$ cat src/rtl/fpu_add_seq.sv
// fpu_add_seq: 7-cycle sequential adder for the 1/10/21 float format (bias 511).
// Define FPU_ROUND_NEAREST_EN for round-to-nearest-even; otherwise results are truncated.
module fpu_add_seq (
    input  logic        clock_100Khz,
    input  logic        reset,
    input  logic        start_in,
    input  logic [31:0] Op_A_in,
    input  logic [31:0] Op_B_in,
    output logic        busy_out,
    output logic        done_out,
    output logic [31:0] data_out,
    output logic [3:0]  status_out
);
    localparam logic [3:0] OVERFLOW = 4'd0, UNDERFLOW = 4'd1, EXACT = 4'd2, INEXACT = 4'd3;

    typedef enum logic [2:0] {IDLE, UNPACK, ALIGN, ADD, NORM, ROUND, DONE} state_t;

    state_t             state_q, state_d;
    logic               busy_q, busy_d, done_q, done_d;
    logic [31:0]        data_q, data_d;
    logic [3:0]         status_q, status_d;
    logic [31:0]        opa_q, opa_d, opb_q, opb_d;
    logic               sgn_q, sgn_d, sub_q, sub_d, inx_q, inx_d, spc_q, spc_d;
    logic [31:0]        spc_data_q, spc_data_d;
    logic [3:0]         spc_st_q, spc_st_d;
    logic signed [11:0] exp_q, exp_d;
    logic [9:0]         dif_q, dif_d;
    logic [24:0]        big_q, big_d, sml_q, sml_d;
    logic [25:0]        acc_q, acc_d;

    logic        a_big;
    logic [31:0] big_op, sml_op;
    logic [49:0] shf;
    logic [4:0]  lz;
    logic        rnd_inc;
    logic [22:0] rnd;

    assign a_big  = opa_q[30:0] >= opb_q[30:0];
    assign big_op = a_big ? opa_q : opb_q;
    assign sml_op = a_big ? opb_q : opa_q;
    assign shf    = {sml_q, 25'b0} >> dif_q[4:0];

`ifdef FPU_ROUND_NEAREST_EN
    assign rnd_inc = acc_q[2] & (acc_q[1] | acc_q[0] | acc_q[3]);
`else
    assign rnd_inc = 1'b0;
`endif
    assign rnd = {1'b0, acc_q[24:3]} + {22'b0, rnd_inc};

    always_comb begin
        lz = 5'd0;
        for (int i = 0; i < 25; i++)
            if (acc_q[i]) lz = 5'(24 - i);
    end

    always_comb begin
        state_d = state_q == IDLE ? (start_in ? UNPACK : IDLE) :
                  state_q == DONE ? IDLE : state_t'(state_q + 3'd1);
    end

    always_comb begin
        busy_d     = state_q != IDLE;
        done_d     = 1'b0;
        data_d     = data_q;
        status_d   = status_q;
        opa_d      = opa_q;
        opb_d      = opb_q;
        sgn_d      = sgn_q;
        sub_d      = sub_q;
        inx_d      = inx_q;
        spc_d      = spc_q;
        spc_data_d = spc_data_q;
        spc_st_d   = spc_st_q;
        exp_d      = exp_q;
        dif_d      = dif_q;
        big_d      = big_q;
        sml_d      = sml_q;
        acc_d      = acc_q;
        case (state_q)
            IDLE: begin
                if (start_in) begin
                    opa_d = Op_A_in;
                    opb_d = Op_B_in;
                end
            end
            UNPACK: begin
                sgn_d      = big_op[31];
                sub_d      = big_op[31] ^ sml_op[31];
                exp_d      = {2'b0, big_op[30:21]};
                dif_d      = big_op[30:21] - sml_op[30:21];
                big_d      = {1'b1, big_op[20:0], 3'b0};
                sml_d      = {1'b1, sml_op[20:0], 3'b0};
                // big exponent 0 implies both are zero; small exponent 0 passes big through
                spc_d      = big_op[30:21] == 10'h3FF || sml_op[30:21] == 10'h0;
                spc_data_d = big_op[30:21] == 10'h3FF ? {big_op[31], 10'h3FF, 21'h0} :
                             big_op[30:21] == 10'h0 ? 32'h0 : big_op;
                spc_st_d   = big_op[30:21] == 10'h3FF ? OVERFLOW : EXACT;
            end
            ALIGN: sml_d = dif_q >= 10'd25 ? 25'd1 : shf[49:25] | {24'b0, |shf[24:0]};
            ADD: acc_d = sub_q ? {1'b0, big_q} - {1'b0, sml_q} : {1'b0, big_q} + {1'b0, sml_q};
            NORM: begin
                if (acc_q[25]) begin
                    acc_d = {1'b0, acc_q[25:2], acc_q[1] | acc_q[0]};
                    exp_d = exp_q + 12'sd1;
                end else begin
                    acc_d = {1'b0, acc_q[24:0] << lz};
                    exp_d = exp_q - $signed({7'b0, lz});
                    if (acc_q == 26'd0 && !spc_q) begin
                        spc_d      = 1'b1;
                        spc_data_d = 32'h0;
                        spc_st_d   = EXACT;
                    end
                end
            end
            ROUND: begin
                inx_d = |acc_q[2:0];
                acc_d = {4'b0, rnd[22] ? rnd[22:1] : rnd[21:0]};
                exp_d = exp_q + $signed({11'b0, rnd[22]});
            end
            DONE: begin
                done_d   = 1'b1;
                data_d   = spc_q ? spc_data_q :
                           exp_q >= 12'sd1023 ? {sgn_q, 10'h3FF, 21'h0} :
                           exp_q <= 12'sd0 ? 32'h0 : {sgn_q, exp_q[9:0], acc_q[20:0]};
                status_d = spc_q ? spc_st_q :
                           exp_q >= 12'sd1023 ? OVERFLOW :
                           exp_q <= 12'sd0 ? UNDERFLOW : inx_q ? INEXACT : EXACT;
            end
            default: ;
        endcase
    end

    always_ff @(posedge clock_100Khz or negedge reset) begin
        if (!reset) begin
            state_q    <= IDLE;
            busy_q     <= 1'b0;
            done_q     <= 1'b0;
            data_q     <= 32'h0;
            status_q   <= EXACT;
            opa_q      <= 32'h0;
            opb_q      <= 32'h0;
            sgn_q      <= 1'b0;
            sub_q      <= 1'b0;
            inx_q      <= 1'b0;
            spc_q      <= 1'b0;
            spc_data_q <= 32'h0;
            spc_st_q   <= EXACT;
            exp_q      <= 12'sd0;
            dif_q      <= 10'd0;
            big_q      <= 25'd0;
            sml_q      <= 25'd0;
            acc_q      <= 26'd0;
        end else begin
            state_q    <= state_d;
            busy_q     <= busy_d;
            done_q     <= done_d;
            data_q     <= data_d;
            status_q   <= status_d;
            opa_q      <= opa_d;
            opb_q      <= opb_d;
            sgn_q      <= sgn_d;
            sub_q      <= sub_d;
            inx_q      <= inx_d;
            spc_q      <= spc_d;
            spc_data_q <= spc_data_d;
            spc_st_q   <= spc_st_d;
            exp_q      <= exp_d;
            dif_q      <= dif_d;
            big_q      <= big_d;
            sml_q      <= sml_d;
            acc_q      <= acc_d;
        end
    end

    assign busy_out   = busy_q;
    assign done_out   = done_q;
    assign data_out   = data_q;
    assign status_out = status_q;
endmodule

$ cat config.mk
export PLATFORM = sky130hd
export DESIGN_NAME = fpu_add_seq
export DESIGN_NICKNAME = d
export VERILOG_FILES = /design/src/rtl/fpu_add_seq.sv
export SDC_FILE = /design/constraint.sdc
export NUM_CORES = 1
export LEC_CHECK = 0
export BUFFER_PORTS_ARGS = -buffer_cell sky130_fd_sc_hd__buf_2
export CAP_MARGIN = 20
export CELL_PAD_IN_SITES_DETAIL_PLACEMENT = 0
export CELL_PAD_IN_SITES_GLOBAL_PLACEMENT = 1
export CORE_UTILIZATION = 30
export CTS_CLUSTER_DIAMETER = 150
export DETAILED_ROUTE_END_ITERATION = 10
export PLACE_DENSITY = 0.59
export SYNTH_ARGS = -nofsm -noshare
export SYNTH_HDL_FRONTEND = slang
export SYNTH_SLANG_ARGS = --single-unit
$ cat constraint.sdc
create_clock -name clock_100Khz -period 5.6 [get_ports clock_100Khz]
set_clock_uncertainty 0.15 [all_clocks]
set_input_delay 0.28 -clock clock_100Khz [delete_from_list [all_inputs] [get_ports clock_100Khz]]
set_output_delay 0.28 -clock clock_100Khz [all_outputs]
set_load 0.03 [all_outputs]
## Word level (Yosys, flattened, before mapping)

Cells that the tools add are included.

- Bits in registers: 240
- Output and inout port bits: 38
- Word-level logic and storage cells: 117

- $add $sub $neg: 6
- Magnitude comparators: 4
- Equality and inequality tests: 9
- Shift-type cells: 2
- Multiplexer cells: 57
- Bitwise logic cells: 4
- Reductions and logical operators: 17

Operators by type and width:

| cell | count |
|---|---|
| $mux W32 | 9 |
| $mux W5 | 25 |
| $pmux W26 S3 | 1 |
| $pmux W32 S2 | 1 |
| $mux W25 | 2 |
| $pmux W25 S2 | 1 |
| $shr A50 B5 Y50 | 1 |
| $ge A31 B31 Y1 | 1 |
| $add A25 B25 Y26 | 1 |
| $logic_not A26 Y1 | 1 |
| $mux W26 | 1 |
| $sub A25 B25 Y26 | 1 |
| $or A25 B1 Y25 | 1 |
| $reduce_or A25 Y1 | 1 |
| $shl A25 B5 Y25 | 1 |
| $pmux W12 S2 | 1 |
| $logic_not A10 Y1 | 2 |
| $add A12 B2 Y12 const B | 1 |
| $ge A12 B11 Y1 const B | 1 |
| $le A12 B1 Y1 const B | 1 |
| $mux W12 | 1 |
| $mux W4 | 3 |
| $sub A12 B6 Y12 | 1 |
| $eq A10 B10 Y1 const B | 1 |
| 24 further kinds | 39 |

## Logic depth before layout (Yosys ltp)

Gate-level depths: netlist of the first run.

- Depth after elaboration: 28
- Depth in mapped cells: 23

## Least setup slack after synthesis of the first run

No wires, ideal clock.

- Path type: reg2reg
- From: register acc_q[24]
- To: register exp_q[11]
- Arrival time: 4.426 ns
- Required time: 5.367 ns
- Slack: 0.942 ns
- Stages on the path, launching flop included: 23
- Path buffers: 4
- Period minus slack after synthesis: 4.658 ns
- Cell sequence: dfrtp_1 clkbuf_1 inv_1 a21oi_1 nand2_1 o31ai_1 buf_2 buf_2 buf_2 ha_1 nand2_1 inv_1 ha_1 a21o_1 a21o_1 a21o_1 a21o_1 a21oi_1 o21ai_0 o41ai_1 xor2_1 or3_1 o21ai_0

- Cells in the longest elaborated chain, start to end: 4

Ends and longest elaborated chain:

| item | RTL line | source |
|---|---|---|
| start, declared | 29 | `logic [25:0] acc_q, acc_d;` |
| start signal, assigned | 152 | `acc_q <= 26'd0;` |
| start signal, assigned | 171 | `acc_q <= acc_d;` |
| $mux W5 | 53 | `if (acc_q[i]) lz = 5'(24 - i);` |
| $sub A12 B6 Y12 | 107 | `exp_d = exp_q - $signed({7'b0, lz});` |
| $mux W12 | 102 | `if (acc_q[25]) begin` |
| $pmux W12 S2 | 79 | `case (state_q)` |
| end signal, assigned | 167 | `exp_q <= exp_d;` |
| end, declared | 26 | `logic signed [11:0] exp_q, exp_d;` |

Every way passes these cells.
A chain may end at the register's enable or synchronous reset.

## Worst setup path in the final report of the first run

- From: register acc_q[1]
- To: register exp_q[11]

- Cells in the longest elaborated chain, start to end: 27

Ends and longest elaborated chain:

| item | RTL line |
|---|---|
| $mux W5 (24 in a row) | 53 |
| $sub A12 B6 Y12 | 107 |
| $mux W12 | 102 |
| $pmux W12 S2 | 79 |

Every way passes these cells.

==> summary.md, run 1 <==
| Metric | Value |
|---|---|
| Status | completed |
| Clock Path Buffers | 3 |
| Antenna Nets Post-Route | 0 |
| Post-CTS setup buffer count | 0 |
| Global-route wire length before repair | roughly 94000 um |
| Die span in y | ~240 um |
| Final Cycle Share | between 80 and 90% |
| Register-to-Register Setup Slack | 0.95 ns |
| Cell area after synthesis | between 15000 and 20000 um2 |
| Layout Nets | around 2300 |
| EDFF count, synth | 0 |
| Layout cells sized above 1 | about 13% |
| Max-cap violations | 0 |
| # resized after CTS | 0 |
| DIE AREA | 58100 um2 |
| Drt via density | ~5.4 |
| CP Capture Type | flip-flop |
| Fraction of registers with async set/reset | 100% |
| Slew headroom | between 20% and 30% |
| H-tree level count | 1 |
| Routed WL | between 60000 and 70000 um |
| Worst setup SP type | flip-flop |
| Count of state elements after synthesis | between 200 and 250 |
| Input/output buffers | 102 |
| Sequential cell area fraction in the yosys report | 34.3% |
| DP HPWL | between 40000 and 50000 um |
| Synth Flop Type | dfrtp_1 |
| Core ar. | around 56000 um2 |
| First DRT Iteration DRCs | between 900 and 1000 |
| RSZ-0062 raised after global routing | false |
| FMAX | between 0.2 and 0.25 GHz |
| Avg Cell Area, Syn | about 8.5 um2 |
| Post-CTS Hold Buffers | 66 |
| Starting Density | between 30% and 40% |
| DR pass1 iterations | 5 |
| CTS clk-pin slew, worst paths | about 0.06 ns |
| CP arrival | ~5.0 ns |
| Syn Inst Count | 2009 |
| Design area | 19900 um2 |
| CTS Buf Count | 29 |
| Synth cell types | 83 |
| Clk sinks | ~240 |
| Tmin final | approximately 4.7 ns |
| Slew @ Worst Pin | approximately 1.1 ns |
| Worst-Skew Late Latency | 0.57 ns |
| R2r endpoint | exp_q[11] |
| CP required | between 5 and 6 ns |
| Site row count | 87 |
| Routed WL per cell | about 21 um |
| Worst-path fanout max | 11 |
| FF-to-FF path depth | 19 |
| Synth warnings | 0 |
| Critical path class | flip-flop to flip-flop |
| Layout area overhead | 16.4% |
| Top-Level Pins | about 110 |
| Routed vias | between 15000 and 20000 |
| CTS tree | yes |
| Total gr overflow | 0 |
| Number of global-route vias before repair | approximately 15000 |
| Hold violation total from the final report | 0 |
| Clock Tree Root | clkbuf_16 |
| DR DRC count | 0 |
| # setup viols final | 0 |
| DIE WIDTH | between 200 and 250 um |
| GPL Wtd Cong | around 0.94 |
| Pin count of the biggest net entering global routing | 129 |
| Initial antenna violation count | 0 |
| Hold/Removal Path Class | primary input to async pin |
| GRT Util Overall | 21.1% |
| Area of placed instances | around 18000 um2 |
| Fin. max-slew vios | 0 |
| R2r startpoint | acc_q[1] |
| Setup TNS | 0 ns |
==> cells in the mapped netlist, types with 13 or more instances <==
master | number | area [um2]
a211oi_1 | 19 | 143
o22ai_1 | 24 | 150
clkbuf_1 | 113 | 424
xnor2_1 | 23 | 201
nand3_1 | 18 | 90.1
a31oi_1 | 15 | 93.8
a22oi_1 | 28 | 210
a21o_1 | 28 | 210
inv_1 | 98 | 368
a221oi_1 | 19 | 166
mux2_2 | 57 | 642
xor2_1 | 14 | 123
ha_1 | 90 | 1130
buf_2 | 18 | 90.1
a21oi_1 | 126 | 631
nand2b_1 | 19 | 119
nor2_1 | 132 | 495
nand2_1 | 253 | 950
dfrtp_1 | 233 | 5830
o21ai_0 | 237 | 1190
nand4_1 | 19 | 119
o211ai_1 | 13 | 97.6
mux2i_1 | 134 | 1340
o21a_1 | 15 | 113
nor3_1 | 43 | 215
==> routing by layer <==
layer | part of all wire (%) | up-vias | global-route usage (%)
met5 | 0 | - | 0
met1 | 48 | 7678 | 30.6
li1 | - | 7463 | -
met3 | 5.3 | 69 | 2.55
met2 | 45 | 445 | 33.6
met4 | 1.8 | 0 | 4.01
==> worst max-delay path by stage <==
stage / from / to / slack [ns] / depth (start not counted)
CTS: acc_q[1] / exp_q[11] / 0.98 / 19
finish: acc_q[1] / exp_q[11] / 0.95 / 19
global route: acc_q[1] / exp_q[10] / 0.57 / 19
global placement: acc_q[1] / exp_q[11] / 1.03 / 19
floorplan: acc_q[24] / exp_q[11] / 0.94 / 22
detailed placement: acc_q[1] / exp_q[11] / 1.02 / 19
==> layout make-up <==
type / count / area [um2]
Fill cell: 5949 / 36400
Multi-Input combinational cell: 1523 / 10300
Sequential cell: 235 / 5880
Timing Repair Buffer: 204 / 1480
Tap cell: 756 / 946
Clock buffer: 44 / 832
Inverter: 103 / 387
Clock inverter: 10 / 108
Antenna cell: 1 / 2.50
==> registers in the layout, indices dropped and copies added (netlist names), 12 cells and up <==
| name | count |
|---|---|
| acc_q | 26 |
| big_q | 22 |
| data_out | 32 |
| exp_q | 12 |
| opa_q | 32 |
| opb_q | 32 |
| sml_q | 25 |
| spc_data_q | 32 |
==> critical path, stage by stage, from the launching register on <==
cell      delay, ns
dfrtp_1        0.56
nor2_1         0.09
o311ai_1       0.29
o311ai_0       0.38
a211oi_4       0.33
inv_1          0.14
ha_1           0.29
nand2_1        0.10
inv_1          0.06
ha_1           0.26
a21o_1         0.17
a21o_1         0.19
a21o_1         0.18
a21o_1         0.19
a21oi_1        0.19
o21ai_0        0.14
o41ai_1        0.31
xor2_1         0.14
or3_1          0.31
o21ai_0        0.09
==> kinds of logic (layout without fill, tap and decap cells) <==
logic type      after synthesis  count (layout)  synth area share (%)
compound gates              624             624                  22.7
xor+xnor                     37              37                  1.89
buf+inv                     252             361                  5.91
other cells                   1               3                0.0219
mux                         205             205                  13.6
flops                       235             235                  34.3
simple gates                563             563                  14.8
fa+ha+maj                    92              92                  6.80
==> per-stage QoR <==
stage	hold WS (ns)	util, %	worst slack [ns]	cells
detailed placement	0.273	32.5	1.02	2755
floorplan	-0.166	-	0.942	2010
finish	0.202	35.4	0.946	2876
global route	0.265	35.4	0.573	2875
CTS	0.250	35.4	0.978	2875
global placement	0.279	32.5	1.03	2755
==> placed cells by master (no fill, tap or decap), types with 28 or more instances in the layout <==
| cell | instances |
|---|---|
| a21o_1 | 28 |
| a21oi_1 | 125 |
| a22oi_1 | 28 |
| buf_2 | 101 |
| buf_4 | 34 |
| clkbuf_16 | 29 |
| dfrtp_1 | 233 |
| dlygate4sd3_1 | 66 |
| ha_1 | 90 |
| inv_1 | 98 |
| mux2_2 | 57 |
| mux2i_1 | 134 |
| nand2_1 | 253 |
| nor2_1 | 129 |
| nor3_1 | 42 |
| o21ai_0 | 237 |
Power of run 1 is not shown: default switching activity piles up to over one toggle a cycle in this logic, so the estimate is an artifact.
==> run 2, diff against run 1 <==
--- a/config.mk
+++ b/config.mk
@@ -5,6 +5,7 @@
 export SDC_FILE = /design/constraint.sdc
 export NUM_CORES = 1
 export LEC_CHECK = 0
+export ABC_AREA = 1
 export BUFFER_PORTS_ARGS = -buffer_cell sky130_fd_sc_hd__buf_2
 export CAP_MARGIN = 20
 export CELL_PAD_IN_SITES_DETAIL_PLACEMENT = 0
@@ -12,7 +13,7 @@
 export CORE_UTILIZATION = 30
 export CTS_CLUSTER_DIAMETER = 150
 export DETAILED_ROUTE_END_ITERATION = 10
-export PLACE_DENSITY = 0.59
+export PLACE_DENSITY = 0.63
 export SYNTH_ARGS = -nofsm -noshare
 export SYNTH_HDL_FRONTEND = slang
 export SYNTH_SLANG_ARGS = --single-unit
==> constraint.sdc (replaced) <==
create_clock -name clock_100Khz -period 4.1 [get_ports clock_100Khz]
set_clock_uncertainty 0.15 [all_clocks]
set_input_delay 0.205 -clock clock_100Khz [delete_from_list [all_inputs] [get_ports clock_100Khz]]
set_output_delay 0.205 -clock clock_100Khz [all_outputs]
set_load 0.03 [all_outputs]
==> run 2 against run 1 <==
- the flow now finishes with violations (setup timing)
- register-to-register slack got worse by 1.1 ns
- design area increased by 6.4%
- routed wire length increased by 11%
- die area decreased by 0.11%
- core utilization increased by 2.3 points
- clock-buffer cell count increased by 1
==> summary.md, run 2 <==
| Metric | Value |
|---|---|
| Status | complete, but fails checks |
| Failing checks | setup timing |
| DP HPWL | 53800 um (+15%) |
| # setup viols final | 6 (+6) |
| RSZ-0062 raised after global routing | true |
| Clk sinks | 235 (unchanged) |
| Most used cell, CP | nand3_1 |
| Slew headroom | 22.2% (-1.7 points) |
| Commonest cells in the synthesized netlist | nand2_1, inv_1, dfrtp_1 |
| DIE AREA | 58000 um2 (-0.11%) |
| Global-route wire length before repair | 105000 um (+12%) |
| CP Capture Type | flip-flop |
| Post-Synth Simple-Gate Area | 25.5% (+11 points) |
| Critical path class | flip-flop to flip-flop |
| Avg Cell Area, Syn | 6.93 um2 (-19%) |
| DIE WIDTH | 241 um (about the same) |
| DR DRC count | 0 (unchanged) |
| Input/output buffers | 102 (unchanged) |
| Pin count of the biggest net entering global routing | 110 (-15%) |
| Synth Area in Compound Gates | 21.8% (-0.88 points) |
| Routed vias | 17900 (+14%) |
| Clock Tree Root | clkbuf_16 |
| Number of global-route vias before repair | 17400 (+14%) |
| Top cells by area, synth | dfrtp_1, nand2_1, ha_1 |
| DR pass1 iterations | 5 (unchanged) |
| EDFF count, synth | 0 (unchanged) |
| Utilization of the core after routing | 37.6% (+2.3 points) |
| Drt via density | 5.12 (-5.9%) |
| Syn Inst Count | 2472 (+23%) |
| GPL Wtd Cong | 0.951 (+1.5%) |
| Top-Level Pins | 105 (unchanged) |
| Synth warnings | 0 (unchanged) |
| Post-Synth Adder-Cell Area | 6.81% (+0.0075 points) |
| Layout area overhead | 24.0% |
| Tmin final | 4.26 ns (-0.393 ns) |
| Share of the synthesized area in the top cell type | 34.0% (+0.037 points) |
| Synth cell types | 67 (-19%) |
| Fillcell total | 6172 (+3.7%) |
| First DRT Iteration DRCs | 1247 (+26%) |
| Combinational family with the most area after synthesis | simple AND/OR/NAND/NOR gates |
| Slew @ Worst Pin | 1.15 ns (+0.0164 ns) |
| Routed WL per cell | 19.6 um (-8.5%) |
| Commonest cells after routing, fill and taps aside | nand2_1, inv_1, dfrtp_1, a21oi_1, o21ai_0 |
| H-tree level count | 1 (unchanged) |
| GRT Util Overall | 23.7% (+2.5 points) |
| Synth Flop Type | dfrtp_1 |
| Fraction of registers with async set/reset | 100% (unchanged) |
| Clock Path Buffers | 3 (unchanged) |
| Layout cells sized above 1 | 15.4% (+2.9 points) |
| Layout Nets | 2872 (+27%) |
| Mux cell area share after synthesis | 1.49% (-12 points) |
| CTS clk-pin slew, worst paths | 0.06 ns (about the same) |
| Die span in y | 241 um (about the same) |
| Initial antenna violation count | 4 (+4) |
| Hold/Removal Path Class | primary input to async pin |
| Starting Density | 30.4% (-0.033 points) |
| CTS tree | yes |
| Fin worst setup slack | -0.162 ns (-1.11 ns) |
| CP max-delay cell | dfrtp_1 |
| XOR/XNOR share of the synthesized area | 0.563% (-1.3 points) |
| Routed WL | 68300 um (+11%) |
| Worst-Skew Late Latency | 0.58 ns (about the same) |
| CP required | 4.39 ns (-1.55 ns) |
| Fin. max-slew vios | 0 (unchanged) |
| Setup TNS | -0.551 ns (-0.551 ns) |
| Total gr overflow | 0 (unchanged) |
| CP arrival | 4.56 ns (-0.43 ns) |
| Cell area after synthesis | 17100 um2 (-0.11%) |
| CTS Buf Count | 30 (+3.4%) |
| Final Cycle Share | 104% (+21 points) |
| Hold violation total from the final report | 0 (unchanged) |
| Max-cap violations | 0 (unchanged) |
| Count of state elements after synthesis | 235 (unchanged) |
| Site row count | 87 (unchanged) |
| Max stage delay on crit path | 0.39 ns (-0.17 ns) |
| Most frequent cell after synthesis | nand2_1 |
| Antenna Nets Post-Route | 0 (unchanged) |
| Post-synth top area cell | dfrtp_1 |
| Worst setup SP type | flip-flop |
| Commonest non-fill, non-tap cell in the layout | nand2_1 |
| Sequential cell area fraction in the yosys report | 34.4% (+0.038 points) |
| Core ar. | 56400 um2 (unchanged) |
| Worst-path fanout max | 4 (-7) |
| FMAX | 0.235 GHz (+9.2%) |
## run 2: per-layer routing
| metal | GRT usage [%] | vias to the layer above | part of all wire, % |
|---|---|---|---|
| met4 | 7.00 | 6 | 3.3 |
| met5 | 0 | - | 0.057 |
| li1 | - | 8792 | - |
| met3 | 2.41 | 110 | 4.1 |
| met1 | 32.5 | 8528 | 47 |
| met2 | 39.1 | 447 | 46 |
## run 2: worst max-delay path: cells and delay by family (launching register included)
kind,cells,cell delay (ns)
flip-flops,1,0.39
buffers and inverters,4,0.39
adder cells (fa/ha/maj),2,0.48
XOR/XNOR,1,0.15
AO/OA/AOI/OAI,6,0.62
AND/OR/NAND/NOR,23,1.99
## run 2: layout make-up
cell class / count / area, um2 / area share (%)
clock inverters: 9 / 76.3 / 0.360
diodes: 1 / 2.50 / 0.0118
clock buffers: 45 / 868 / 4.09
well taps: 756 / 946 / 4.46
multi-input cells: 1824 / 9870 / 46.5
flip-flops and latches: 235 / 5880 / 27.7
inverters: 291 / 1090 / 5.16
repair buffers: 331 / 2480 / 11.7
## run 2: what timing repair did
| item | in CTS | in global routing |
|---|---|---|
| setup endpoints to repair | 3 | 55 |
| setup buffers | 34 | 9 |
| resized for setup | 31 | 35 |
| hold endpoints to repair | 171 | 0 |
| gates cloned | 0 | 1 |
| hold buffers | 65 | 0 |
| pin swaps | 12 | 16 |
## run 2: per-stage QoR
step | hold WS (ns) | setup slack (ns) | instance area [um2] | instances
6_report | 0.143 | -0.162 | 21200 | 3492
5_1_grt | 0.211 | -0.519 | 21200 | 3492
4_1_cts | 0.185 | -0.101 | 21000 | 3480
3_5_place_dp | 0.205 | -0.289 | 19100 | 3327
3_3_place_gp | 0.185 | -0.297 | 19100 | 3327
2_1_floorplan | -0.241 | 0.0294 | 17100 | 2473
## run 2: worst paths after layout
kind | slack, ns | depth (start not counted) | end | from
max | -0.16 | 36 | exp_q[11] | acc_q[3]
min | 0.14 | 2 | opa_q[21] | reset
max reg2reg | -0.16 | 36 | exp_q[11] | acc_q[3]
min reg2reg | 0.33 | 2 | data_out[9] | data_out[9]
max in group asynchronous | 2.74 | 3 | acc_q[16] | reset
min in group clock_100Khz | 0.26 | 3 | opa_q[26] | Op_A_in[26]
## run 2: cells by family after synthesis
logic type | Yosys count
compound gates | 660
xor+xnor | 11
mux | 25
simple gates | 1033
fa+ha+maj | 92
other cells | 1
flops | 235
buf+inv | 415
Power of run 2 is left out for the same reason.
==> run 3, diff against run 2 <==
--- a/config.mk
+++ b/config.mk
@@ -13,7 +13,7 @@
 export CORE_UTILIZATION = 30
 export CTS_CLUSTER_DIAMETER = 150
 export DETAILED_ROUTE_END_ITERATION = 10
-export PLACE_DENSITY = 0.63
+export PLACE_DENSITY = 0.61
 export SYNTH_ARGS = -nofsm -noshare
 export SYNTH_HDL_FRONTEND = slang
 export SYNTH_SLANG_ARGS = --single-unit
==> constraint.sdc (replaced) <==
create_clock -name clock_100Khz -period 4.3 [get_ports clock_100Khz]
set_clock_uncertainty 0.15 [all_clocks]
set_input_delay 0.215 -clock clock_100Khz [delete_from_list [all_inputs] [get_ports clock_100Khz]]
set_output_delay 0.215 -clock clock_100Khz [all_outputs]
set_load 0.03 [all_outputs]
==> run 3 against run 2 <==
- the run now ends clean
- clock-buffer cell count increased by 1
- maximum frequency grew 0.53%
- critical path depth increased by 7
- core utilization shrank 0.74 points
- worst setup slack improved by 0.22 ns
- global-route usage hardly changed
- design area shrank 2.0%
- worst hold slack better by 0.035 ns
==> summary.md, run 3 (synthesis gave the netlist of run 2 again) <==
| Metric | Value |
|---|---|
| Most used cell, CP | nand2_1 |
| Critical path class | flip-flop to flip-flop |
| DR DRC count | 0 (unchanged) |
| DR pass1 iterations | 7 (+2) |
| Routed WL | 68400 um (+0.11%) |
| Utilization of the core after routing | 36.9% (-0.74 points) |
| Antenna Nets Post-Route | 0 (unchanged) |
| Buf/Inv on CP | 4 (unchanged) |
| H-tree level count | 1 (unchanged) |
| # setup viols final | 0 (-6) |
| Routed WL per cell | 19.9 um (+1.6%) |
| Initial antenna violation count | 0 (-4) |
| Max stage delay on crit path | 0.37 ns (-0.02 ns) |
| GPL Wtd Cong | 0.924 (-2.9%) |
| RSZ-0062 raised after global routing | true |
| DIE WIDTH | 241 um (unchanged) |
| Commonest non-fill, non-tap cell in the layout | nand2_1 |
| Input/output buffers | 102 (unchanged) |
| Clk sinks | 235 (unchanged) |
| Tmin final | 4.24 ns (-0.0224 ns) |
| CP required | 4.60 ns (+0.21 ns) |
| Layout area overhead | 21.5% |
| Fillcell total | 6164 (-0.13%) |
| CTS Buf Count | 30 (unchanged) |
| Hold Worst Slack | 0.178 ns (+0.0347 ns) |
| Global-route wire length before repair | 105000 um (-0.30%) |
| CTS clk-pin slew, worst paths | 0.06 ns (about the same) |
| Layout Nets | 2820 (-1.8%) |
| Worst-Skew Late Latency | 0.59 ns (about the same) |
| Register-to-Register Setup Slack | 0.06 ns (+0.22 ns) |
| Site row count | 87 (unchanged) |
| GRT Util Overall | 23.7% (+0.042 points) |
| CP arrival | 4.54 ns (-0.02 ns) |
| Hold violation total from the final report | 0 (unchanged) |
| Max-cap violations | 0 (unchanged) |
| CP Capture Type | flip-flop |
| Number of global-route vias before repair | 17200 (-0.96%) |
| Top-Level Pins | 105 (unchanged) |
| Fin. max-slew vios | 0 (unchanged) |
| Commonest cells after routing, fill and taps aside | nand2_1, inv_1, dfrtp_1, a21oi_1, o21ai_0 |
| FF-to-FF path depth | 43 (+19%) |
| DIE AREA | 58000 um2 (unchanged) |
| CTS tree | yes |
| Hold/Removal Path Class | primary input to async pin |
| Layout cells sized above 1 | 13.2% (-2.2 points) |
| Die span in y | 241 um (unchanged) |
| Slew headroom | 31.7% (+9.5 points) |
| R2r endpoint | exp_q[11] |
| Worst setup SP type | flip-flop |
| Total gr overflow | 0 (unchanged) |
| Pin count of the biggest net entering global routing | 122 (+11%) |
| First DRT Iteration DRCs | 1487 (+19%) |
| Status | completed |
| Clock Path Buffers | 3 (unchanged) |
| Crit path max-delay family | simple AND/OR/NAND/NOR gates |
| DP HPWL | 53900 um (+0.13%) |
| Slew @ Worst Pin | 1.02 ns (-0.131 ns) |
| Drt via density | 5.12 (about the same) |
| CP max-delay cell | dfrtp_1 |
| R2r startpoint | acc_q[2] |
| Starting Density | 30.4% (unchanged) |
| Worst-path fanout max | 2 (-2) |
| Clock Tree Root | clkbuf_16 |
| Final Cycle Share | 98.6% (-5.4 points) |
| FMAX | 0.236 GHz (+0.53%) |
| Routed vias | 17600 (-1.4%) |
| Core ar. | 56400 um2 (unchanged) |
run 3: changes by cell type in the layout (fill, tap and decap cells not counted), moves of 3 or more:
cell      change
nand3_1       +9
o21ai_2       -3
inv_1         +3
nand3_2      -11
buf_4        -51
o21ai_0       +4
inv_2         -3
nand2_2       +4
clkbuf_8      +4
run 3: area by class of cell:
| type | count | area, um2 | area share [%] |
|---|---|---|---|
| antenna | 1 | 2.50 | 0.0120 |
| timing repair buffer | 280 | 2110 | 10.1 |
| clock inverter | 8 | 101 | 0.487 |
| sequential | 235 | 5880 | 28.3 |
| multi-input combinational | 1823 | 9780 | 47.0 |
| tap | 756 | 946 | 4.55 |
| clock buffer | 46 | 891 | 4.28 |
| inverter | 291 | 1090 | 5.26 |
run 3: what timing repair did:
item / 4_1_cts / 5_1_grt
gates cloned: 0 / 0
resized for setup: 5 / 40
endpoints found under the setup margin: 2 / 27
hold endpoints to repair: 182 / 0
pin swaps: 1 / 16
hold buffers: 65 / 0
setup buffers: 0 / 10
run 3: stage by stage:
step	setup WS, ns	std cells	TNS (ns)	area, um2
2_1_floorplan	0.229	2473	0	17100
3_5_place_dp	-0.0793	3310	-0.0922	18900
6_report	0.0608	3440	0	20800
3_3_place_gp	-0.0767	3310	-0.0767	18900
4_1_cts	0.0306	3429	0	20600
5_1_grt	-0.337	3439	-0.570	20800
run 3: worst max-delay path by stage:
stage,from,to,slack (ns),cells past startpoint
3_5_place_dp,acc_q[2],exp_q[11],-0.08,42
4_1_cts,acc_q[2],exp_q[11],0.03,43
2_1_floorplan,acc_q[2],exp_q[11],0.23,36
5_1_grt,acc_q[3],exp_q[11],-0.34,35
6_report,acc_q[2],exp_q[11],0.06,43
3_3_place_gp,acc_q[2],exp_q[11],-0.08,42
run 3: per-layer routing:
layer / up-vias / part of all wire (%) / track usage [%] / wire (um)
li1: 8654 / - / - / -
met2: 419 / 47 / 39.6 / 31800
met3: 97 / 4.3 / 2.68 / 2910
met5: - / 0 / 0 / 0
met4: 0 / 2.8 / 6.71 / 1920
met1: 8455 / 46 / 32.1 / 31800
Power of run 3 is left out for the same reason.
